File: config.mk
export PLATFORM = sky130hd
export DESIGN_NAME = data_mov_unit
export DESIGN_NICKNAME = d
export VERILOG_FILES = /design/src/rtl/data_mov_unit.sv
export SDC_FILE = /design/constraint.sdc
export NUM_CORES = 1
export LEC_CHECK = 0
export CORE_MARGIN = 2
export CORE_UTILIZATION = 45
export CTS_CLUSTER_SIZE = 14
export DETAILED_ROUTE_END_ITERATION = 16
export PLACE_DENSITY = 0.92
export SYNTH_ARGS = -nofsm -noshare
export SYNTH_HDL_FRONTEND = slang
export SYNTH_SLANG_ARGS = --single-unit
File: constraint.sdc
create_clock -name clk -period 3.89 [get_ports clk]
set_clock_uncertainty 0.1 [all_clocks]
set_input_delay 0.389 -clock clk [delete_from_list [all_inputs] [get_ports clk]]
set_output_delay 0.389 -clock clk [all_outputs]
set_load 0.02 [all_outputs]
File: src/rtl/data_mov_unit.sv
// DATA execution unit: register move, load-immediate, memory load and store.
// Memory traffic uses a req/ack handshake with an optional timeout.
module data_mov_unit #(
  parameter int DATA_W  = 16,
  parameter int ADDR_W  = 16,
  parameter int TIMEOUT = 15
) (
  input  logic              clk,
  input  logic              rst,
  input  logic [8:0]        state,
  input  logic [1:0]        op,
  input  logic [DATA_W-1:0] src_data,
  input  logic [ADDR_W-1:0] addr,
  input  logic [DATA_W-1:0] imm,
  output logic              mem_req,
  output logic              mem_we,
  output logic [ADDR_W-1:0] mem_addr,
  output logic [DATA_W-1:0] mem_wdata,
  input  logic [DATA_W-1:0] mem_rdata,
  input  logic              mem_ack,
  output logic              rf_we,
  output logic [DATA_W-1:0] rf_wdata,
  output logic              ld_done,
  output logic              mem_err
);

  localparam logic [8:0] DATAMOV_ST = 9'b000010000;
  localparam int CNT_W = (TIMEOUT > 0) ? $clog2(TIMEOUT + 1) : 1;
  localparam logic [CNT_W-1:0] TIMEOUT_C = CNT_W'(TIMEOUT);

  typedef enum logic [1:0] {IDLE, REQ, DONE} fsm_t;
  typedef enum logic [1:0] {OP_MOV = 2'b00, OP_LOAD = 2'b01, OP_STORE = 2'b10, OP_LOADI = 2'b11} op_t;

  fsm_t              fsm_q, fsm_d;
  op_t               op_q, op_d;
  logic [CNT_W-1:0]  cnt_q, cnt_d;
  logic              mem_req_q, mem_req_d;
  logic              mem_we_q, mem_we_d;
  logic [ADDR_W-1:0] mem_addr_q, mem_addr_d;
  logic [DATA_W-1:0] mem_wdata_q, mem_wdata_d;
  logic              rf_we_q, rf_we_d;
  logic [DATA_W-1:0] rf_wdata_q, rf_wdata_d;
  logic              ld_done_q, ld_done_d;
  logic              mem_err_q, mem_err_d;

  logic              is_datamov;
  logic [CNT_W-1:0]  cnt_inc;

  assign is_datamov = (state == DATAMOV_ST);
  assign cnt_inc    = cnt_q + CNT_W'(1);

  always_comb begin
    fsm_d       = fsm_q;
    op_d        = op_q;
    cnt_d       = cnt_q;
    mem_req_d   = mem_req_q;
    mem_we_d    = mem_we_q;
    mem_addr_d  = mem_addr_q;
    mem_wdata_d = mem_wdata_q;
    rf_we_d     = 1'b0;
    rf_wdata_d  = rf_wdata_q;
    ld_done_d   = 1'b0;
    mem_err_d   = 1'b0;

    unique case (fsm_q)
      IDLE: begin
        if (is_datamov) begin
          op_d = op_t'(op);
          unique case (op_t'(op))
            OP_MOV, OP_LOADI: begin
              fsm_d      = DONE;
              ld_done_d  = 1'b1;
              rf_we_d    = 1'b1;
              rf_wdata_d = (op_t'(op) == OP_MOV) ? src_data : imm;
            end
            OP_LOAD, OP_STORE: begin
              fsm_d      = REQ;
              cnt_d      = '0;
              mem_req_d  = 1'b1;
              mem_we_d   = (op_t'(op) == OP_STORE);
              mem_addr_d = addr;
              if (op_t'(op) == OP_STORE) begin
                mem_wdata_d = src_data;
              end
            end
            default: fsm_d = IDLE;
          endcase
        end
      end

      REQ: begin
        // Leaving DataMov aborts silently; an ack beats a coincident timeout.
        if (!is_datamov) begin
          fsm_d     = IDLE;
          mem_req_d = 1'b0;
          mem_we_d  = 1'b0;
        end else if (mem_ack) begin
          fsm_d     = DONE;
          mem_req_d = 1'b0;
          mem_we_d  = 1'b0;
          ld_done_d = 1'b1;
          if (op_q == OP_LOAD) begin
            rf_we_d    = 1'b1;
            rf_wdata_d = mem_rdata;
          end
        end else begin
          cnt_d = cnt_inc;
          if ((TIMEOUT != 0) && (cnt_inc == TIMEOUT_C)) begin
            fsm_d     = DONE;
            mem_req_d = 1'b0;
            mem_we_d  = 1'b0;
            ld_done_d = 1'b1;
            mem_err_d = 1'b1;
          end
        end
      end

      DONE: fsm_d = IDLE;

      default: fsm_d = IDLE;
    endcase
  end

  always_ff @(posedge clk or posedge rst) begin
    if (rst) begin
      fsm_q       <= IDLE;
      op_q        <= OP_MOV;
      cnt_q       <= '0;
      mem_req_q   <= 1'b0;
      mem_we_q    <= 1'b0;
      mem_addr_q  <= '0;
      mem_wdata_q <= '0;
      rf_we_q     <= 1'b0;
      rf_wdata_q  <= '0;
      ld_done_q   <= 1'b0;
      mem_err_q   <= 1'b0;
    end else begin
      fsm_q       <= fsm_d;
      op_q        <= op_d;
      cnt_q       <= cnt_d;
      mem_req_q   <= mem_req_d;
      mem_we_q    <= mem_we_d;
      mem_addr_q  <= mem_addr_d;
      mem_wdata_q <= mem_wdata_d;
      rf_we_q     <= rf_we_d;
      rf_wdata_q  <= rf_wdata_d;
      ld_done_q   <= ld_done_d;
      mem_err_q   <= mem_err_d;
    end
  end

  assign mem_req   = mem_req_q;
  assign mem_we    = mem_we_q;
  assign mem_addr  = mem_addr_q;
  assign mem_wdata = mem_wdata_q;
  assign rf_we     = rf_we_q;
  assign rf_wdata  = rf_wdata_q;
  assign ld_done   = ld_done_q;
  assign mem_err   = mem_err_q;

endmodule

==> impl_metrics.json, run 1 <==
{
  "synth_seq_cells": 61,
  "start_util_pct": 46.8,
  "min_period_ns": 2.81,
  "r2r_setup_slack_ns": 1.68,
  "synth_flop_cell": "dfrtp_1",
  "max_freq_mhz": 356,
  "yosys-top-cells-count": "dfrtp_1, mux2_2, nand2_1, mux2_4, mux2i_1",
  "required_ns": 4.00,
  "diodes": 0,
  "cp.arrival_ns": 2.92,
  "die_x_um": 85.5,
  "ff2ff_path_depth": 4,
  "crit_end": "mem_wdata[3]",
  "ys_async_sr_fraction_pct": 100,
  "grt_max_degree": 49,
  "firstDrtPassIters": 4,
  "drtAntennaViolNets": 0,
  "worstHoldPathType": "reg2reg",
  "setup_viol": 0,
  "yosys.area_share.simple_pct": 8.42,
  "dp_hpwl_um": 5910,
  "grt_pass1_wl_um": 12600,
  "drc": 0,
  "vdd_drop_max_mv": 0.162,
  "relSlewSlack_pct": 34.6,
  "muxShareOfSynthArea_pct": 26.8,
  "grt_pass1_vias": 2471,
  "clkSlewWorstSetupHoldPaths_ns": 0.06,
  "final_cell_count_no_fill": 445,
  "htreeDepth": 3,
  "fill_cells": 413,
  "synth_compound_area_share_pct": 7.54,
  "avgSynthCellArea_um2": 12.7,
  "layout.nets": 448,
  "yosysSeqAreaShare_pct": 51.1,
  "cts_tree": "done",
  "path_max_fanout": 16,
  "grt_usage_pct": 22.6,
  "startpoint_type": "input pin",
  "synth_cell_types": 37,
  "rows": 29,
  "syn_nets": 319,
  "cts.sinks": 61,
  "cts-resized-gates": 0,
  "dpl.cell_count": 431,
  "routed_wl_um": 7890,
  "synthXorXnorAreaFrac_pct": 0,
  "numCtsBuffers": 9,
  "run_status": "completed",
  "overflow": 0,
  "finalCritPeriodShare_pct": 72.2,
  "core_mm2": 0.00639,
  "yosys_warnings": 0,
  "cap_violations": 0,
  "cpMaxStageDelayCell": "or4b_1",
  "crit_chain": "clkdlybuf4s50_1 > nor4b_4 > nand3_2 > or4b_1 > mux2_4",
  "synth_cells": 236,
  "synth_top_family_by_area": "multiplexers",
  "cp-startpoint": "state[7]",
  "endpoint_kind": "register",
  "synth_edf_count": 0,
  "regToRegEndpoint": "rf_wdata[2]",
  "clock_path_buffers": 2,
  "wire_per_inst_um": 17.7,
  "worst_hold_slack_ns": 0.402,
  "drive_gt1_share_pct": 19.6,
  "synth_area_leaders": "dfrtp_1, mux2_2, mux2_4",
  "tightest_slew_ns": 0.980,
  "synth_fa_ha_area_share_pct": 2.09,
  "multi_input_area_mm2": 0.00134,
  "finalMaxSlewViolations": 0,
  "clk_latency_ns": 0.33,
  "synth_top_area_share_pct": 51.1,
  "drt_iter0_markers": 85,
  "gp_congestion": 0.844,
  "path_delay_family": "simple AND/OR/NAND/NOR gates",
  "path_depth": 5,
  "critPathMaxStageDelay_ns": 1.00,
  "hold-path-cell-count": 1,
  "worst-setup-path-type": "in2reg",
  "cts_setup_buffers": 0,
  "rsz0062_at_grt": "false",
  "pin_count": 131,
  "syn-cell-area_mm2": 0.00299,
  "r2r-start": "fsm_q[0]",
  "synth_area_leader_cell": "dfrtp_1",
  "die_height_um": 85.5,
  "fin_total_pwr_mw": 1.42,
  "leakagePower_nw": 2.09,
  "ctsHoldBuffers": 0,
  "hold_viol": 0,
  "die_area_mm2": 0.00730,
  "seq_area_mm2": 0.00153,
  "yosysMostFrequentCell": "dfrtp_1",
  "area_growth_pct": 51.4,
  "antenna_found_initial": 0,
  "routed_via_density": 5.44,
  "vias": 2423,
  "powerDensity_mw_per_mm2": 315,
  "cts_root_buffer": "clkbuf_8",
  "finalSetupTns_ns": 0,
  "portBuffers": 130,
  "critPathBufInv": 1
}
## layer usage
metal	vias to the layer above	wire (µm)	part of all wire [%]	track usage [%]
met5	-	0	0	0
met4	0	165	2.1	10.2
met3	11	585	7.4	5.35
met2	112	3890	49	37.1
met1	1192	3250	41	28.3
li1	1108	-	-	-
## where the power goes
| part | switching [mW] | leakage (nW) | internal (mW) |
|---|---|---|---|
| registers | 0.00911 | 0.834 | 0.650 |
| logic | 0.0771 | 1.15 | 0.122 |
| clock network | 0.223 | 0.102 | 0.342 |
| total | 0.309 | 2.09 | 1.11 |
## cell families after synthesis
family,Yosys count
flip-flops,61
AO/OA/AOI/OAI,33
buffers and inverters,24
AND/OR/NAND/NOR,46
adder cells (fa/ha/maj),5
multiplexers,67
## area by class of cell
| cell class | instances | area share [%] |
|---|---|---|
| clock buffers | 13 | 3.74 |
| clock inverters | 1 | 0.664 |
| inverters | 9 | 0.747 |
| multi-input cells | 151 | 29.7 |
| flip-flops and latches | 61 | 33.8 |
| well taps | 77 | 2.13 |
| repair buffers | 133 | 29.3 |
## placed cells by master, fill, tap and decap left out, types with 2 or more instances in the layout
cell / netlist / layout
nor4_1: 2 / 2
nor3_1: 3 / 3
mux2_4: 18 / 18
a21o_1: 2 / 2
nand2b_1: 2 / 2
nor2b_1: 3 / 2
clkbuf_8: 0 / 12
nand3_1: 2 / 2
or4b_1: 2 / 2
dfrtp_1: 61 / 61
a2111oi_0: 2 / 2
o21ai_0: 16 / 16
nor2_1: 6 / 6
a31o_2: 2 / 2
mux2i_1: 17 / 17
ha_1: 5 / 5
mux2_2: 32 / 32
a221o_1: 2 / 2
o311ai_0: 2 / 2
clkdlybuf4s50_1: 0 / 130
or3_1: 2 / 2
buf_4: 1 / 3
nand2_1: 19 / 19
inv_1: 9 / 8
## how the worst min path moves through the flow
stage,slack [ns],start,end
finish,0.40,mem_addr[14],mem_addr[14]
global route,0.42,mem_wdata[10],mem_wdata[10]
CTS,0.40,mem_addr[14],mem_addr[14]
detailed placement,0.39,mem_addr[14],mem_addr[14]
floorplan,0.38,op_q[0],op_q[0]
global placement,0.39,rf_wdata[6],rf_wdata[6]
## flip-flops by register name, summed over array words and instances, names as in the netlist, 2 cells and up
register	flops
mem_addr	16
rf_wdata	16
op_q	2
cnt_q	4
mem_wdata	16
fsm_q	2
## through the flow
| stage | cell area [µm²] | util (%) | setup slack (ns) |
|---|---|---|---|
| after floorplan | 2990 | - | 1.73 |
| after global placement | 4320 | 67.7 | 0.815 |
| after detailed placement | 4320 | 67.7 | 0.734 |
| after CTS | 4520 | 70.8 | 1.10 |
| after global routing | 4520 | 70.8 | 0.996 |
| final | 4520 | 70.8 | 1.08 |
(Power assumes the default switching activity.)
==> run 2: changes to the inputs <==
Settings changed: CORE_UTILIZATION 45 to 42, PLACE_DENSITY 0.92 to 0.87.
Clock period 3.89 ns to 2.75 ns, I/O delays scaled along.
==> run 2 against run 1 <==
Effect of this change: non-clock buffer count grew 4; core utilization decreased by 3.7 points; critical path type unchanged; sequential cell count unchanged; final cell count increased by 5.6%; routed wire length shrank 6.5%; first-iteration DRC count is 28% lower; global-route usage shrank 3.4 points; final area rose by 1.4%; count of clock-buffer cells in the layout stayed put; critical path depth is 1 higher; combinational power is 42% higher; worst setup slack got worse by 0.60 ns.
==> impl_metrics.json, run 2 (synthesis results as in run 1) <==
{
  "run_status": "completed",
  "gp_congestion": 0.790,
  "grt_pass1_vias": 2452,
  "start_util_pct": 43.7,
  "clock_path_buffers": 2,
  "die_height_um": 88.3,
  "rows": 30,
  "hold_viol": 0,
  "drt_iter0_markers": 61,
  "fin_total_pwr_mw": 1.97,
  "cts-resized-gates": 0,
  "worstHoldPathType": "in2async",
  "grt_pass1_wl_um": 11400,
  "layout.nets": 452,
  "routed_wl_um": 7370,
  "regToRegEndpoint": "ld_done",
  "die_x_um": 88.3,
  "relSlewSlack_pct": 61.6,
  "required_ns": 2.86,
  "area_growth_pct": 53.5,
  "worst-setup-path-type": "in2reg",
  "powerDensity_mw_per_mm2": 430,
  "clk_latency_ns": 0.33,
  "die_area_mm2": 0.00780,
  "leakagePower_nw": 2.11,
  "grt_usage_pct": 19.2,
  "r2r-start": "cnt_q[0]",
  "clkSlewWorstSetupHoldPaths_ns": 0.07,
  "rsz0062_at_grt": "false",
  "crit_chain": "clkdlybuf4s50_1 > nor4b_4 > nand3_2 > or4b_1 > buf_4 > mux2_4",
  "tightest_slew_ns": 0.575,
  "startpoint_type": "input pin",
  "vdd_drop_max_mv": 0.297,
  "drive_gt1_share_pct": 21.1,
  "wire_per_inst_um": 15.7,
  "cts_root_buffer": "clkbuf_8",
  "finalMaxSlewViolations": 0,
  "dp_hpwl_um": 5510,
  "finalSetupTns_ns": 0,
  "cts_tree": "done",
  "drtAntennaViolNets": 0,
  "cts_setup_buffers": 0,
  "min_period_ns": 2.27,
  "pin_count": 131,
  "utilization_pct": 67.1,
  "critPathMaxStageDelay_ns": 0.53,
  "numCtsBuffers": 9,
  "cpMaxStageDelayCell": "or4b_1",
  "cp.arrival_ns": 2.38,
  "max_freq_mhz": 441,
  "endpoint_kind": "register",
  "vias": 2327,
  "ctsHoldBuffers": 0,
  "ff2ff_path_depth": 5,
  "core_mm2": 0.00683,
  "finalCritPeriodShare_pct": 82.5,
  "firstDrtPassIters": 4,
  "routed_via_density": 4.95,
  "drc": 0,
  "overflow": 0,
  "final_common_cell": "clkdlybuf4s50_1",
  "final_cell_count_no_fill": 470,
  "path_max_fanout": 16,
  "cap_violations": 0,
  "dpl.cell_count": 454,
  "grt_max_degree": 36,
  "htreeDepth": 3,
  "r2r_setup_slack_ns": 0.66,
  "antenna_found_initial": 0,
  "final_cell_mix": "clkdlybuf4s50_1, dfrtp_1, mux2_2, nand2_1, mux2_4",
  "setup_viol": 0,
  "cts.sinks": 61,
  "portBuffers": 130,
  "diodes": 0
}
==> run 2: stage by stage <==
stage	hold slack, ns	worst slack (ns)	area [µm²]
floorplan	0.324	0.705	2990
global placement	0.386	0.209	4390
global route	0.250	0.416	4590
CTS	0.237	0.475	4590
finish	0.220	0.480	4590
detailed placement	0.394	0.121	4390
==> run 2: critical path: cells and delay by family <==
kind / cells / cell delay (ns)
buffers and inverters: 2 / 0.68
muxes: 1 / 0.32
and+or+nand+nor: 3 / 1.08
==> run 2: worst max-delay path by stage <==
stage	startpoint	end	slack (ns)
after floorplan	state[7]	mem_wdata[0]	0.70
after global placement	state[7]	mem_addr[5]	0.21
after detailed placement	state[7]	mem_addr[3]	0.12
after CTS	state[7]	mem_addr[3]	0.48
after global routing	state[7]	mem_addr[15]	0.42
final	state[7]	mem_wdata[7]	0.48
==> run 2: power by group <==
group	switching [mW]	internal [mW]	total (mW)
clock network	0.339	0.423	0.762
logic	0.107	0.175	0.282
registers	0.0119	0.918	0.930
total	0.458	1.52	1.97
==> run 2: area by class of cell <==
| cell class | count | area [µm²] |
|---|---|---|
| clock buffer | 13 | 179 |
| tap | 96 | 120 |
| multi-input combinational | 151 | 1340 |
| fill | 546 | 2250 |
| timing repair buffer | 137 | 1370 |
| inverter | 9 | 33.8 |
| sequential | 61 | 1530 |
| clock inverter | 3 | 17.5 |
==> run 2: metal layers <==
metal | part of all wire, % | vias to the layer above | global-route usage, % | wire length (µm)
met5 | 0 | - | 0 | 0
met4 | 0.85 | 0 | 5.23 | 63
met3 | 7.6 | 8 | 6.25 | 563
met2 | 51 | 92 | 33.7 | 3740
met1 | 41 | 1112 | 22.7 | 3010
li1 | - | 1115 | - | -
